$ cat src/rtl/sun_pll_lock_mon_if.sv
// -----------------------------------------------------------------------------
// sun_pll_lock_mon_if
//   Signal bundle between the SUN_PLL macro/system side and the lock monitor.
//   master : drives the enable request and the two PLL clocks, observes status
//   slave  : the lock monitor itself
//   Signals:
//     en         request PLL on (level)
//     ck_ref     reference clock, asynchronous to the monitor clock
//     ck_fb      PLL divided feedback clock, asynchronous to the monitor clock
//     pwrup_1v8  PLL power-up enable
//     locked     PLL frequency-locked
//     lol        one-cycle loss-of-lock pulse
//     fail       sticky acquire failure / missing reference
//     fb_count   feedback edge count of the last completed window (CW bits)
//     state      FSM state: OFF=0 SETTLE=1 MEASURE=2 LOCK=3 FAIL=4
// -----------------------------------------------------------------------------
interface sun_pll_lock_mon_if #(
  parameter int CW = 8
);
  logic          en;
  logic          ck_ref;
  logic          ck_fb;
  logic          pwrup_1v8;
  logic          locked;
  logic          lol;
  logic          fail;
  logic [CW-1:0] fb_count;
  logic [2:0]    state;

  modport master (
    output en, ck_ref, ck_fb,
    input  pwrup_1v8, locked, lol, fail, fb_count, state
  );

  modport slave (
    input  en, ck_ref, ck_fb,
    output pwrup_1v8, locked, lol, fail, fb_count, state
  );
endinterface

$ cat src/rtl/sun_pll_lock_mon.sv
// -----------------------------------------------------------------------------
// sun_pll_lock_mon
//   Controller and frequency-lock monitor for the SUN_PLL macro. Powers the
//   PLL, waits a fixed settle time, then counts feedback edges over windows of
//   WIN reference edges. Declares lock after LOCK_WINDOWS consecutive good
//   windows, pulses lol on loss of lock and raises a sticky fail when lock is
//   not acquired within MAX_WINDOWS windows or the reference disappears.
//   Ports:
//     ck_i   free-running monitor clock (>= 4x ck_ref and ck_fb)
//     rst_i  synchronous active-high reset
//     bus    sun_pll_lock_mon_if.slave (en, ck_ref, ck_fb in; status out)
// -----------------------------------------------------------------------------
module sun_pll_lock_mon #(
  parameter int SETTLE_CYCLES = 1024,
  parameter int WIN           = 16,
  parameter int TOL           = 1,
  parameter int LOCK_WINDOWS  = 4,
  parameter int MAX_WINDOWS   = 64,
  parameter int REF_TIMEOUT   = 4096,
  parameter int CW            = 8
) (
  input  logic              ck_i,
  input  logic              rst_i,
  sun_pll_lock_mon_if.slave bus
);

  typedef enum logic [2:0] {
    ST_OFF     = 3'd0,
    ST_SETTLE  = 3'd1,
    ST_MEASURE = 3'd2,
    ST_LOCK    = 3'd3,
    ST_FAIL    = 3'd4
  } state_e;

  localparam int SW = $clog2(SETTLE_CYCLES + 1);
  localparam int RW = $clog2(WIN + 1);
  localparam int GW = $clog2(LOCK_WINDOWS + 1);
  localparam int NW = $clog2(MAX_WINDOWS + 1);
  localparam int TW = $clog2(REF_TIMEOUT + 1);

  localparam logic [CW-1:0] FB_MAX = '1;
  // Tolerance check runs one bit wider so WIN may exceed the counter range.
  localparam logic [CW:0]   WIN_W  = (CW+1)'(WIN);
  localparam logic [CW:0]   TOL_W  = (CW+1)'(TOL);

  state_e        state_q, state_d;
  logic [1:0]    ref_sync_q, fb_sync_q;
  logic          ref_hist_q, fb_hist_q;
  logic          ref_pulse, fb_pulse;
  logic [SW-1:0] settle_q, settle_d;
  logic          win_open_q, win_open_d;
  logic [RW-1:0] ref_cnt_q, ref_cnt_d;
  logic [CW-1:0] fb_cnt_q, fb_cnt_d;
  logic [CW-1:0] fb_count_q, fb_count_d;
  logic [GW-1:0] good_run_q, good_run_d;
  logic [NW-1:0] win_num_q, win_num_d;
  logic [TW-1:0] wdog_q, wdog_d;
  logic          pwrup_q, locked_q, lol_q, fail_q, lol_d;
  logic          measuring, win_close, timeout, win_good;
  logic [CW-1:0] count_final;
  logic [CW:0]   count_w, diff_w;

  // Rising-edge pulses from the synchronized clocks (history flop holds the
  // previous synchronized level).
  assign ref_pulse = ref_sync_q[1] & ~ref_hist_q;
  assign fb_pulse  = fb_sync_q[1]  & ~fb_hist_q;

  // NOTE: every variable driven here gets a default first, so no path leaves
  // a value unassigned and no latch is inferred.
  always_comb begin
    state_d     = state_q;
    settle_d    = settle_q;
    win_open_d  = win_open_q;
    ref_cnt_d   = ref_cnt_q;
    fb_cnt_d    = fb_cnt_q;
    good_run_d  = good_run_q;
    win_num_d   = win_num_q;
    wdog_d      = wdog_q;
    lol_d       = 1'b0;
    win_close   = 1'b0;
    count_final = fb_cnt_q;

    measuring = (state_q == ST_MEASURE) || (state_q == ST_LOCK);

    // Window tracking: back-to-back windows of WIN reference periods.
    if (measuring) begin
      if (!win_open_q) begin
        if (ref_pulse) begin
          win_open_d = 1'b1;
          ref_cnt_d  = '0;
          fb_cnt_d   = fb_pulse ? CW'(1) : '0;
        end
      end else begin
        if (fb_pulse && (fb_cnt_q != FB_MAX)) fb_cnt_d = fb_cnt_q + 1'b1;
        if (ref_pulse) begin
          if (ref_cnt_q == RW'(WIN - 1)) begin
            // A coincident feedback edge already landed in fb_cnt_d and
            // belongs to the closing window; the next window starts at zero.
            win_close   = 1'b1;
            count_final = fb_cnt_d;
            ref_cnt_d   = '0;
            fb_cnt_d    = '0;
          end else begin
            ref_cnt_d = ref_cnt_q + 1'b1;
          end
        end
      end
      wdog_d = ref_pulse ? '0 : wdog_q + 1'b1;
    end

    timeout = measuring && !ref_pulse && (wdog_q == TW'(REF_TIMEOUT - 1));

    count_w  = {1'b0, count_final};
    diff_w   = (count_w >= WIN_W) ? (count_w - WIN_W) : (WIN_W - count_w);
    win_good = (diff_w <= TOL_W);

    case (state_q)
      ST_OFF: begin
        if (bus.en) state_d = ST_SETTLE;
      end
      ST_SETTLE: begin
        settle_d = settle_q + 1'b1;
        if (settle_q == SW'(SETTLE_CYCLES - 1)) state_d = ST_MEASURE;
      end
      ST_MEASURE: begin
        if (timeout) begin
          state_d = ST_FAIL;
        end else if (win_close) begin
          win_num_d = win_num_q + 1'b1;
          if (win_good) begin
            good_run_d = good_run_q + 1'b1;
            if (good_run_q == GW'(LOCK_WINDOWS - 1)) state_d = ST_LOCK;
          end else begin
            good_run_d = '0;
          end
          if ((state_d != ST_LOCK) && (win_num_q == NW'(MAX_WINDOWS - 1)))
            state_d = ST_FAIL;
        end
      end
      ST_LOCK: begin
        if (timeout) begin
          state_d = ST_FAIL;
          lol_d   = 1'b1;
        end else if (win_close && !win_good) begin
          state_d    = ST_MEASURE;
          lol_d      = 1'b1;
          good_run_d = '0;
          win_num_d  = '0;
        end
      end
      ST_FAIL: begin
        state_d = ST_FAIL;
      end
      default: begin
        state_d = ST_OFF;
      end
    endcase

    // A commanded power-down overrides everything and is silent.
    if (!bus.en) begin
      state_d = ST_OFF;
      lol_d   = 1'b0;
    end

    if (state_d != ST_SETTLE) settle_d = '0;

    // Leaving the measuring states discards the partial window and history.
    if ((state_d != ST_MEASURE) && (state_d != ST_LOCK)) begin
      win_open_d = 1'b0;
      ref_cnt_d  = '0;
      fb_cnt_d   = '0;
      good_run_d = '0;
      win_num_d  = '0;
      wdog_d     = '0;
    end

    fb_count_d = (win_close && bus.en) ? count_final : fb_count_q;
  end

  // NOTE: sequential state uses non-blocking assignments so every flop samples
  // the pre-edge values, independent of statement order.
  always_ff @(posedge ck_i) begin
    if (rst_i) begin
      state_q    <= ST_OFF;
      ref_sync_q <= '0;
      fb_sync_q  <= '0;
      ref_hist_q <= 1'b0;
      fb_hist_q  <= 1'b0;
      settle_q   <= '0;
      win_open_q <= 1'b0;
      ref_cnt_q  <= '0;
      fb_cnt_q   <= '0;
      fb_count_q <= '0;
      good_run_q <= '0;
      win_num_q  <= '0;
      wdog_q     <= '0;
      pwrup_q    <= 1'b0;
      locked_q   <= 1'b0;
      lol_q      <= 1'b0;
      fail_q     <= 1'b0;
    end else begin
      state_q    <= state_d;
      ref_sync_q <= {ref_sync_q[0], bus.ck_ref};
      fb_sync_q  <= {fb_sync_q[0], bus.ck_fb};
      ref_hist_q <= ref_sync_q[1];
      fb_hist_q  <= fb_sync_q[1];
      settle_q   <= settle_d;
      win_open_q <= win_open_d;
      ref_cnt_q  <= ref_cnt_d;
      fb_cnt_q   <= fb_cnt_d;
      fb_count_q <= fb_count_d;
      good_run_q <= good_run_d;
      win_num_q  <= win_num_d;
      wdog_q     <= wdog_d;
      // Status flops are decoded from the next state so they change in the
      // same cycle as the state register.
      pwrup_q    <= state_d inside {ST_SETTLE, ST_MEASURE, ST_LOCK};
      locked_q   <= (state_d == ST_LOCK);
      fail_q     <= (state_d == ST_FAIL);
      lol_q      <= lol_d;
    end
  end

  assign bus.pwrup_1v8 = pwrup_q;
  assign bus.locked    = locked_q;
  assign bus.lol       = lol_q;
  assign bus.fail      = fail_q;
  assign bus.fb_count  = fb_count_q;
  assign bus.state     = state_q;

endmodule

$ cat src/flat_wrapper.sv
// flat-port wrapper written by rule: the top's interface ports become plain ports
module sun_pll_lock_mon_flat 
#(
  parameter int SETTLE_CYCLES = 1024,
  parameter int WIN           = 16,
  parameter int TOL           = 1,
  parameter int LOCK_WINDOWS  = 4,
  parameter int MAX_WINDOWS   = 64,
  parameter int REF_TIMEOUT   = 4096,
  parameter int CW            = 8
)
  (ck_i, rst_i, bus_en, bus_ck_ref, bus_ck_fb, bus_pwrup_1v8, bus_locked, bus_lol, bus_fail, bus_fb_count, bus_state);
  sun_pll_lock_mon_if #(.CW(CW)) bus_i ();
  input  logic ck_i;
  input  logic rst_i;
  input wire logic [$bits(bus_i.en)-1:0] bus_en;
  input wire logic [$bits(bus_i.ck_ref)-1:0] bus_ck_ref;
  input wire logic [$bits(bus_i.ck_fb)-1:0] bus_ck_fb;
  output wire logic [$bits(bus_i.pwrup_1v8)-1:0] bus_pwrup_1v8;
  output wire logic [$bits(bus_i.locked)-1:0] bus_locked;
  output wire logic [$bits(bus_i.lol)-1:0] bus_lol;
  output wire logic [$bits(bus_i.fail)-1:0] bus_fail;
  output wire logic [$bits(bus_i.fb_count)-1:0] bus_fb_count;
  output wire logic [$bits(bus_i.state)-1:0] bus_state;
  assign bus_i.en = bus_en;
  assign bus_i.ck_ref = bus_ck_ref;
  assign bus_i.ck_fb = bus_ck_fb;
  assign bus_pwrup_1v8 = bus_i.pwrup_1v8;
  assign bus_locked = bus_i.locked;
  assign bus_lol = bus_i.lol;
  assign bus_fail = bus_i.fail;
  assign bus_fb_count = bus_i.fb_count;
  assign bus_state = bus_i.state;
  sun_pll_lock_mon #(.SETTLE_CYCLES(SETTLE_CYCLES), .WIN(WIN), .TOL(TOL), .LOCK_WINDOWS(LOCK_WINDOWS), .MAX_WINDOWS(MAX_WINDOWS), .REF_TIMEOUT(REF_TIMEOUT), .CW(CW)) u_core (.ck_i(ck_i), .rst_i(rst_i), .bus(bus_i));
endmodule
$ cat config.mk
export PLATFORM = sky130hd
export DESIGN_NAME = sun_pll_lock_mon_flat
export DESIGN_NICKNAME = d
export VERILOG_FILES = /design/src/rtl/sun_pll_lock_mon_if.sv /design/src/rtl/sun_pll_lock_mon.sv /design/src/flat_wrapper.sv
export SDC_FILE = /design/constraint.sdc
export NUM_CORES = 1
export LEC_CHECK = 0
export ABC_AREA = 1
export ABC_CLOCK_PERIOD_IN_PS = 3020
export CORE_MARGIN = 3
export CORE_UTILIZATION = 46
export CTS_CLUSTER_DIAMETER = 40
export CTS_CLUSTER_SIZE = 24
export DETAILED_ROUTE_END_ITERATION = 16
export HOLD_SLACK_MARGIN = 0.12
export MAX_ROUTING_LAYER = met4
export SLEW_MARGIN = 40
export SYNTH_ARGS = -nofsm -noshare
export SYNTH_HDL_FRONTEND = slang
export SYNTH_SLANG_ARGS = --single-unit
$ cat constraint.sdc
create_clock -name ck_i -period 3.02 [get_ports ck_i]
set_input_delay 0.453 -clock ck_i [delete_from_list [all_inputs] [get_ports ck_i]]
set_output_delay 0.453 -clock ck_i [all_outputs]
set_load 0.03 [all_outputs]
==> results.cfg, run 1 <==
[synth]
syn_area_mm2 = 0.00378
ys_ff_latch = 69
syn-num-nets = 541
synthCells = 526
synth_edf_count = 0
synth_common_cells = 95 x nand2_1, 69 x dfxtp_1, 64 x nor2_1
synth_most_common_cell = nand2_1
syn_avg_cell_area_um2 = 7.19
ys.flop_type = dfxtp_1
ys_warn_count = 0
yosysUniqueCellTypes = 36
async_flop_share_pct = 0
synth_top_area_cell = dfxtp_1
synthTopCellsByArea = dfxtp_1 37%, nand2_1 9.4%, nor2_1 6.4%
yosysTopAreaCellShare_pct = 36.5
yosysSeqAreaShare_pct = 36.5

[worst_setup_path]
cp_num_buf_inv = 1
slowest_stage = dfxtp_2
reg2reg_to = u_core.win_open_q$_SDFFE_PP0N_
crit_start = u_core.ref_cnt_q[0]$_SDFFE_PP0P_
worstSetupPathType = flop to flop
critPathMaxStageDelay_ns = 0.35
worstPathCellList = ha_2 -> nand2_1 -> nor2_2 -> nand3_2 -> nor2_8 -> nand2_2 -> a21oi_4 -> ha_2 -> nand4_1 -> nor2_2 -> nor2_2 -> nor2_2 -> nor2_4 -> nand3_2 -> nand3_2 -> nand2_2 -> nand2_2 -> nand2_2 -> buf_12 -> a21oi_1
path_delay_family = simple AND/OR/NAND/NOR gates
cp_data_arrival_time_ns = 3.04
path_max_fanout = 29
required_ns = 3.24
reg2reg_from = u_core.ref_cnt_q[0]$_SDFFE_PP0P_
crit_path_end_kind = flop
crit_cells = 20
startpoint_type = flop
reg2reg_depth = 20
reg2reg_slack_ns = 0.19

[final_layout]
fillers = 781
final_cell_count_no_fill = 672
diodes = 0
area_delta_synth_final_pct = 17.5
finish.utilization_pct = 56.6
design_area_mm2 = 0.00444
nets = 580
drive_above_1_share_pct = 16.7

[placement]
gp_congestion = 0.969
place_area_mm2 = 0.00414
io_buffer_count = 19
placed_cells = 650
dp_hpwl_mm = 6.34

[pwr]
power_density_mw_per_mm2 = 401
p_total_mw = 1.78
ir_drop_uv = 278
leakagePower_nw = 1.69

[global_routing]
grt_pass1_wl_mm = 14.8
grt_max_degree = 30
antenna_found_initial = 0
grt_overflow = 0
grt_pass1_vias = 3277
grt_usage_pct = 19.4

[clock_tree]
ctsHoldBuffers = 0
clockRootBuffer = clkbuf_8
clk_latency_ns = 0.34
htree_levels = 3
path_clk_slew_ns = 0.07
clock_path_buffers = 2
clock-sinks = 69
cts_tree = built
cts_buffers = 9

[floorplan]
core-area_mm2 = 0.00785
die_w_um = 96.7
row_count = 32
initial_core_util_pct = 48.2
boundaryPins = 20
die_y_um = 96.7
dieArea_mm2 = 0.00935

[routing]
firstDrtPassIters = 4
routed-wl-met3_um = 254
drtIter0Drc = 167
ant_nets = 0
wl_mm = 8.69
drcViolationCount = 0
avgViaCountPerCell = 5.19
vias = 3489
wl_met2_mm = 3.91
drt-met1-wl_mm = 4.28
routedWlPerCell_um = 12.9
topRoutingLayerUsed = met4

[sta]
hold_violations = 0
slew_headroom_pct = 64.0
setup_violations = 0
tightest_slew_ns = 0.538
finalCriticalPeriod_ns = 2.83
fmax_mhz = 354
slew_viol_final = 0
skew_ns = 0.00531
holdWs_ns = 0.405
finalCritPeriodShare_pct = 93.5

[hold_path]
hold_end = u_core.fb_sync_q[1]$_SDFF_PP0_
worstHoldPathCells = 2
hold_path_class = flop to flop
hp-start = u_core.fb_sync_q[0]$_SDFF_PP0_

[job]
maxCapViolCount = 0

[status]
status = completed
==> registers in the layout, indices dropped and copies added, names as in the netlist <==
name and count:
u_core.ref_sync_q 2, u_core.fb_cnt_q 8, u_core.bus.fail 1, u_core.bus.state 3, u_core.fb_sync_q 2, u_core.win_open_q 1
u_core.bus.fb_count 8, u_core.bus.locked 1, u_core.settle_q 11, u_core.good_run_q 3, u_core.ref_cnt_q 5, u_core.wdog_q 13
u_core.bus.pwrup_1v8 1, u_core.ref_hist_q 1, u_core.win_num_q 7, u_core.bus.lol 1, u_core.fb_hist_q 1
==> layer usage <==
layer | up-vias | global-route usage [%]
li1 | 1794 | -
met1 | 1605 | 25.1
met2 | 64 | 29.6
met3 | 26 | 4.25
met4 | 0 | 7.99
met5 | - | -
==> timing repair <==
item / in CTS / in global routing
gates resized for setup: 0 / 16
endpoints found under the setup margin: 0 / 52
buffers inserted: 0 / 6
==> kinds of logic (layout without fill, tap and decap cells) <==
kind of cell	count (synthesis)	after routing	synth area share, %
and+or+nand+nor	275	275	35.6
DFF	69	69	36.5
xor gates and xnor gates	17	17	3.94
adders and majority gates	10	10	3.31
buffers and inverters	81	125	9.36
AOI/OAI and AO/OA	72	72	10.7
muxes	2	2	0.529
==> tightest hold or removal path, delay by kind of cell (launching register included) <==
family | cells | cell delay, ns
flops | 1 | 0.30
buf+inv | 1 | 0.04
simple gates | 1 | 0.03
==> worst max path at each step <==
stage	endpoint	slack, ns
global placement	u_core.good_run_q[0]$_SDFFE_PP0P_	0.21
floorplan	u_core.bus.pwrup_1v8$_SDFF_PP0_	0.27
detailed placement	u_core.win_open_q$_SDFFE_PP0N_	0.14
CTS	u_core.bus.pwrup_1v8$_SDFF_PP0_	0.11
finish	u_core.win_open_q$_SDFFE_PP0N_	0.19
global route	u_core.win_open_q$_SDFFE_PP0N_	-0.02
==> where the power goes <==
part / switching [mW] / leakage, nW / internal (mW)
combinational: 0.0278 / 1.02 / 0.0153
sequential: 0.00312 / 0.558 / 0.914
clock: 0.357 / 0.110 / 0.465
==> metrics by stage <==
step / setup TNS (ns) / setup slack, ns
floorplan: 0 / 0.275
global placement: 0 / 0.207
detailed placement: 0 / 0.140
CTS: 0 / 0.107
global route: -0.151 / -0.0204
finish: 0 / 0.195
==> placed cells by master, fill, tap and decap left out, types with 3 or more instances in the layout <==
cell type,instances
nor2_1,60
buf_4,23
o211ai_1,5
clkbuf_8,9
nand3_2,5
nor2_2,7
o21ai_0,17
nand3_1,36
or2_2,4
inv_2,5
xor2_1,10
nor4_1,3
a21oi_1,37
nand4_1,15
clkdlybuf4s50_1,19
ha_1,7
nand2_2,12
inv_1,61
nor3_2,3
nand2_1,92
a22oi_1,5
nor3_1,22
ha_2,3
xnor2_1,7
dfxtp_1,67
nor2_4,10
==> cell type report <==
| type | instances | area, um2 | area share (%) |
|---|---|---|---|
| multi-input combinational | 376 | 2090 | 46.9 |
| sequential | 69 | 1380 | 31.1 |
| timing repair buffer | 43 | 383 | 8.62 |
| inverter | 66 | 248 | 5.58 |
| clock buffer | 10 | 128 | 2.87 |
| tap | 102 | 128 | 2.87 |
| clock inverter | 6 | 87.6 | 1.97 |
No activity file was read; power rests on OpenSTA's default activity.
==> run 2: changes to the inputs <==
- GPL_ROUTABILITY_DRIVEN: default -> 0
==> run 2 against run 1 <==
Net effect:
- sequential cell count stayed put
- clock skew is 0.0026 ns higher
- via count is 0.54% lower
- highest routed layer unchanged
==> results.cfg, run 2 (synthesized netlist as in run 1, its figures left out) <==
[status]
status = completed

[routing]
avgViaCountPerCell = 5.16
drtIter0Drc = 141
firstDrtPassIters = 4
drcViolationCount = 0
ant_nets = 0
wl_mm = 8.85
routedWlPerCell_um = 13.2
vias = 3470

[final_layout]
area_delta_synth_final_pct = 18.0
top_register = u_core.wdog_q
nets = 581
multiInputGateArea_mm2 = 0.00212
reg_top3 = u_core.wdog_q: 13 flops, u_core.settle_q: 11 flops
finish.utilization_pct = 56.9
largest_register_ffs = 13
layout_common_cells = 92 x nand2_1, 67 x dfxtp_1, 61 x inv_1, 61 x nor2_1, 38 x a21oi_1
final_common_cell = nand2_1
final_cell_count_no_fill = 672
drive_above_1_share_pct = 16.7
fillers = 788
regArea_mm2 = 0.00139
diodes = 0

[clock_tree]
path_clk_slew_ns = 0.07
clk_latency_ns = 0.34
clock_path_buffers = 2
ctsHoldBuffers = 0
htree_levels = 3
cts_tree = built
clockRootBuffer = clkbuf_8
cts_buffers = 9
clock-sinks = 69

[worst_setup_path]
required_ns = 3.29
slowest_stage = dfxtp_2
worstPathCellList = ha_4 -> nand2_1 -> nor2_2 -> nand3_2 -> nor2_8 -> buf_4 -> buf_4 -> nand2_1 -> nand2_1 -> nor2_1 -> nor3_2 -> nor2_2 -> nor2_4 -> nand3_2 -> nand3_2 -> nand2_2 -> nand2_2 -> nand2_4 -> buf_6 -> a21oi_1
path_delay_family = simple AND/OR/NAND/NOR gates
worstSetupPathType = flop to flop
cp_data_arrival_time_ns = 3.08
cp_num_buf_inv = 3
critPathMaxStageDelay_ns = 0.37
path_max_fanout = 11
startpoint_type = flop
crit_path_end_kind = flop

[pwr]
ir_drop_uv = 225
power_density_mw_per_mm2 = 365
pwr-share-comb_pct = 2.8
p_sw_share_pct = 23.8
pwr-share-clk_pct = 41.0
p_sw_mw = 0.387
leakagePower_nw = 1.71
p_int_mw = 1.24
power.share.sequential_pct = 56.2

[sta]
tightest_slew_ns = 0.581
holdWs_ns = 0.405
slew_viol_final = 0
slew_headroom_pct = 61.1
fmax_mhz = 355
finalCritPeriodShare_pct = 93.2
hold_violations = 0
skew_ns = 0.00792
setup_violations = 0
finalCriticalPeriod_ns = 2.81

[global_routing]
grt_pass1_vias = 3261
grt_overflow = 0
grt_usage_pct = 19.1
antenna_found_initial = 0
grt_pass1_wl_mm = 14.6
grt_max_degree = 30

[hold_path]
hold_path_class = flop to flop

[job]
maxCapViolCount = 0

[floorplan]
die_w_um = 96.7
core-area_mm2 = 0.00785
die_y_um = 96.7
dieArea_mm2 = 0.00935
boundaryPins = 20
initial_core_util_pct = 48.2
row_count = 32

[placement]
dp_hpwl_mm = 6.35
placed_cells = 649
io_buffer_count = 19
-- run 2: changes by cell type in the layout (fill, tap and decap cells not counted), moves of 2 or more --
cell	previous run	this run
buf_4	23	21
buf_6	0	2
bufinv_16	2	0
clkinv_4	2	0
clkinvlp_4	0	2
ha_2	3	1
ha_4	0	2
nand2_2	12	10
nand2_4	2	4
-- run 2: worst paths after layout --
check | from | end | slack [ns] | depth (start not counted)
setup / recovery | u_core.ref_cnt_q[1]$_SDFFE_PP0P_ | u_core.win_num_q[5]$_SDFFE_PP0P_ | 0.21 | 20
setup reg to reg | u_core.ref_cnt_q[1]$_SDFFE_PP0P_ | u_core.win_num_q[5]$_SDFFE_PP0P_ | 0.21 | 20
hold / removal | u_core.ref_sync_q[0]$_SDFF_PP0_ | u_core.ref_sync_q[1]$_SDFF_PP0_ | 0.41 | 2
hold reg to reg | u_core.ref_sync_q[0]$_SDFF_PP0_ | u_core.ref_sync_q[1]$_SDFF_PP0_ | 0.41 | 2
-- run 2: worst register-to-register path: stages (launching register included) --
cell and delay (ns):
dfxtp_2 0.37, ha_4 0.15, nand2_1 0.06, nor2_2 0.14
nand3_2 0.14, nor2_8 0.22, buf_4 0.14, buf_4 0.17
nand2_1 0.07, nand2_1 0.13, nor2_1 0.07, nor3_2 0.19
nor2_2 0.07, nor2_4 0.10, nand3_2 0.12, nand3_2 0.08
nand2_2 0.07, nand2_2 0.09, nand2_4 0.09, buf_6 0.16
a21oi_1 0.12
-- run 2: layout make-up --
type / count / area share (%)
clock inverter: 4 / 0.561
timing repair buffer: 44 / 9.31
multi-input combinational: 376 / 47.5
inverter: 66 / 5.55
sequential: 69 / 31.1
clock buffer: 11 / 3.17
tap: 102 / 2.86
-- run 2: metal layers --
layer | global-route usage, % | up-vias | share of wire [%]
li1 | - | 1800 | -
met1 | 24.8 | 1590 | 49
met2 | 29.9 | 59 | 46
met3 | 2.67 | 21 | 2.8
met4 | 8.10 | 0 | 2.5
met5 | - | - | 0
-- run 2: stage by stage --
stage | setup TNS [ns] | area, um2 | worst slack [ns] | power, mW
2_1_floorplan | 0 | 3780 | 0.275 | 0.966
3_3_place_gp | 0 | 4130 | 0.193 | 0.981
3_5_place_dp | 0 | 4130 | 0.138 | 0.981
4_1_cts | 0 | 4300 | 0.101 | 1.65
5_1_grt | -0.207 | 4460 | -0.0366 | 1.70
6_report | 0 | 4460 | 0.206 | 1.63
-- run 2: power by group through the flow --
stage,combinational (mW),clock [mW],sequential (mW)
after floorplan,0.0247,0,0.941
after global placement,0.0420,0,0.939
after detailed placement,0.0426,0,0.939
after CTS,0.0427,0.691,0.917
after global routing,0.0493,0.730,0.917
final,0.0450,0.669,0.916
-- run 2: timing repair --
item / in CTS / in global routing
resized for setup: 0 / 22
setup endpoints to repair: 0 / 52
setup buffers: 0 / 6
==> run 3: changes to the inputs <==
- CORE_MARGIN: 3 -> default
==> run 3 against run 2 <==
Net effect:
- critical path depth stayed put
- fmax is 0.14% lower
- clock-buffer cell count is 1 lower
- wire length is 2.9% higher
- hold slack worse by 0.0014 ns
- combinational power is 2% higher
- register-to-register slack hardly changed
- setup slack worse by 0.0039 ns
- clock skew is 0.0030 ns higher
- non-clock buffer count is 6 higher
- clock power hardly changed
- die area is 8.1% lower
==> results.cfg, run 3 (synthesized netlist as in run 1, its figures left out) <==
[clock_tree]
cts_buffers = 9
clock_path_buffers = 2
path_clk_slew_ns = 0.08
htree_levels = 3
cts_tree = built
clockRootBuffer = clkbuf_8
clk_latency_ns = 0.36
clock-sinks = 69

[worst_setup_path]
critPathMaxStageDelay_ns = 0.37
path_max_fanout = 7
slowest_stage = dfxtp_4
worstSetupPathType = flop to flop
required_ns = 3.31
cp_num_buf_inv = 3
crit_path_frequent_cell = nand3_2
worstPathCellList = ha_4 -> nand2_2 -> nor2_4 -> nand3_4 -> nor2_8 -> buf_6 -> nand3_2 -> nand2_2 -> ha_2 -> inv_1 -> o21ai_1 -> nand4_1 -> nor2_4 -> nand3_2 -> nand3_2 -> nand2_4 -> nand2_4 -> nand2_8 -> clkbuf_16 -> a21oi_1
path_delay_family = simple AND/OR/NAND/NOR gates
crit_path_end_kind = flop
cp_data_arrival_time_ns = 3.11
startpoint_type = flop

[global_routing]
antenna_found_initial = 0
grt_overflow = 0
grt_pass1_vias = 3309
grt_usage_pct = 23.1
grt_max_degree = 30
grt_pass1_wl_mm = 15.3

[sta]
setup_violations = 0
finalCritPeriodShare_pct = 93.3
fmax_mhz = 355
finalCriticalPeriod_ns = 2.82
tightest_slew_ns = 0.591
slew_headroom_pct = 60.5
hold_violations = 0
timing.final.ws_setup_ns = 0.202
slew_viol_final = 0
skew_ns = 0.0109

[pwr]
pwr-share-clk_pct = 40.9
p_sw_mw = 0.402
power_density_mw_per_mm2 = 354
p_int_mw = 1.23
pwr-share-comb_pct = 2.8
power.share.sequential_pct = 56.3
p_sw_share_pct = 24.7
ir_drop_uv = 204
leakagePower_nw = 1.75

[floorplan]
core-area_mm2 = 0.00785
die_w_um = 92.7
row_count = 32
boundaryPins = 20
dieArea_mm2 = 0.00859
initial_core_util_pct = 48.2
die_y_um = 92.7

[final_layout]
drive_above_1_share_pct = 19.1
top_register = u_core.wdog_q
multiInputGateArea_mm2 = 0.00217
layout_common_cells = 93 x nand2_1, 63 x dfxtp_1, 61 x inv_1, 61 x nor2_1, 36 x nand3_1
fillers = 762
finish.utilization_pct = 58.7
regArea_mm2 = 0.00139
largest_register_ffs = 13
final_common_cell = nand2_1
reg_top3 = u_core.wdog_q: 13 flops, u_core.settle_q: 11 flops
area_delta_synth_final_pct = 21.7
nets = 587
diodes = 0

[routing]
drtIter0Drc = 190
routedWlPerCell_um = 13.4
wl_mm = 9.10
firstDrtPassIters = 5
drcViolationCount = 0
vias = 3560
avgViaCountPerCell = 5.24
ant_nets = 0

[job]
maxCapViolCount = 0

[placement]
io_buffer_count = 19
pre_cts_ws_ns = 0.101
dp_hpwl_mm = 6.18

[hold_path]
hold_path_class = flop to flop

[status]
status = completed
[run 3: cell count changes in the layout (fill, tap and decap cells not counted), sizes merged]
cell and change:
clkbuf +1, clkinv +3, buf +4, clkinvlp -1
[run 3: power groups by stage]
stage          Combinational, mW  Clock (mW)  Sequential, mW
6_report                  0.0458       0.667           0.917
4_1_cts                   0.0420       0.681           0.917
2_1_floorplan             0.0247           0           0.941
3_5_place_dp              0.0418           0           0.939
5_1_grt                   0.0509       0.721           0.917
3_3_place_gp              0.0418           0           0.939
[run 3: worst min-delay path, stage by stage (launching register included)]
cell and delay, ns:
dfxtp_1 0.30, inv_1 0.04, nor2_1 0.03
[run 3: per-layer routing]
layer | wire length (um) | share of wire [%] | up-vias | global-route usage [%]
li1 | - | - | 1810 | -
met1 | 4220 | 46 | 1665 | 29.6
met2 | 4350 | 48 | 73 | 36.5
met3 | 349 | 3.8 | 12 | 3.28
met4 | 183 | 2.0 | 0 | 10.1
met5 | 0 | 0 | - | -
[run 3: timing repair]
item / CTS / global route
endpoints found under the setup margin: 0 / 52
resized for setup: 0 / 37
buffers inserted: 0 / 10
hold endpoints to repair: 0 / 0
hold buffers: 0 / 0
[run 3: area by class of cell]
cell class | instances | share of cell area [%]
clock buffers | 10 | 2.77
clock inverters | 6 | 0.870
inverters | 66 | 5.38
multi-input cells | 376 | 47.1
flip-flops and latches | 69 | 30.2
well taps | 102 | 2.77
repair buffers | 50 | 10.9
[run 3: final timing paths]
path / startpoint / cells past startpoint / slack (ns) / end
hold / removal: u_core.ref_sync_q[0]$_SDFF_PP0_ / 2 / 0.40 / u_core.ref_sync_q[1]$_SDFF_PP0_
setup reg to reg: u_core.ref_cnt_q[0]$_SDFFE_PP0P_ / 20 / 0.20 / u_core.fb_cnt_q[3]$_SDFFE_PP0P_
hold reg to reg: u_core.ref_sync_q[0]$_SDFF_PP0_ / 2 / 0.40 / u_core.ref_sync_q[1]$_SDFF_PP0_
setup / recovery: u_core.ref_cnt_q[0]$_SDFFE_PP0P_ / 20 / 0.20 / u_core.fb_cnt_q[3]$_SDFFE_PP0P_
[run 3: per-stage QoR]
stage               TNS, ns  instances  total power [mW]  cell area (um2)  hold slack, ns
CTS                       0        665              1.64             4300           0.406
detailed placement        0        649             0.981             4130           0.395
floorplan                 0        526             0.966             3780           0.388
global route        -0.0729        679              1.69             4600           0.423
finish                    0        679              1.63             4600           0.404
global placement          0        649             0.980             4130           0.389
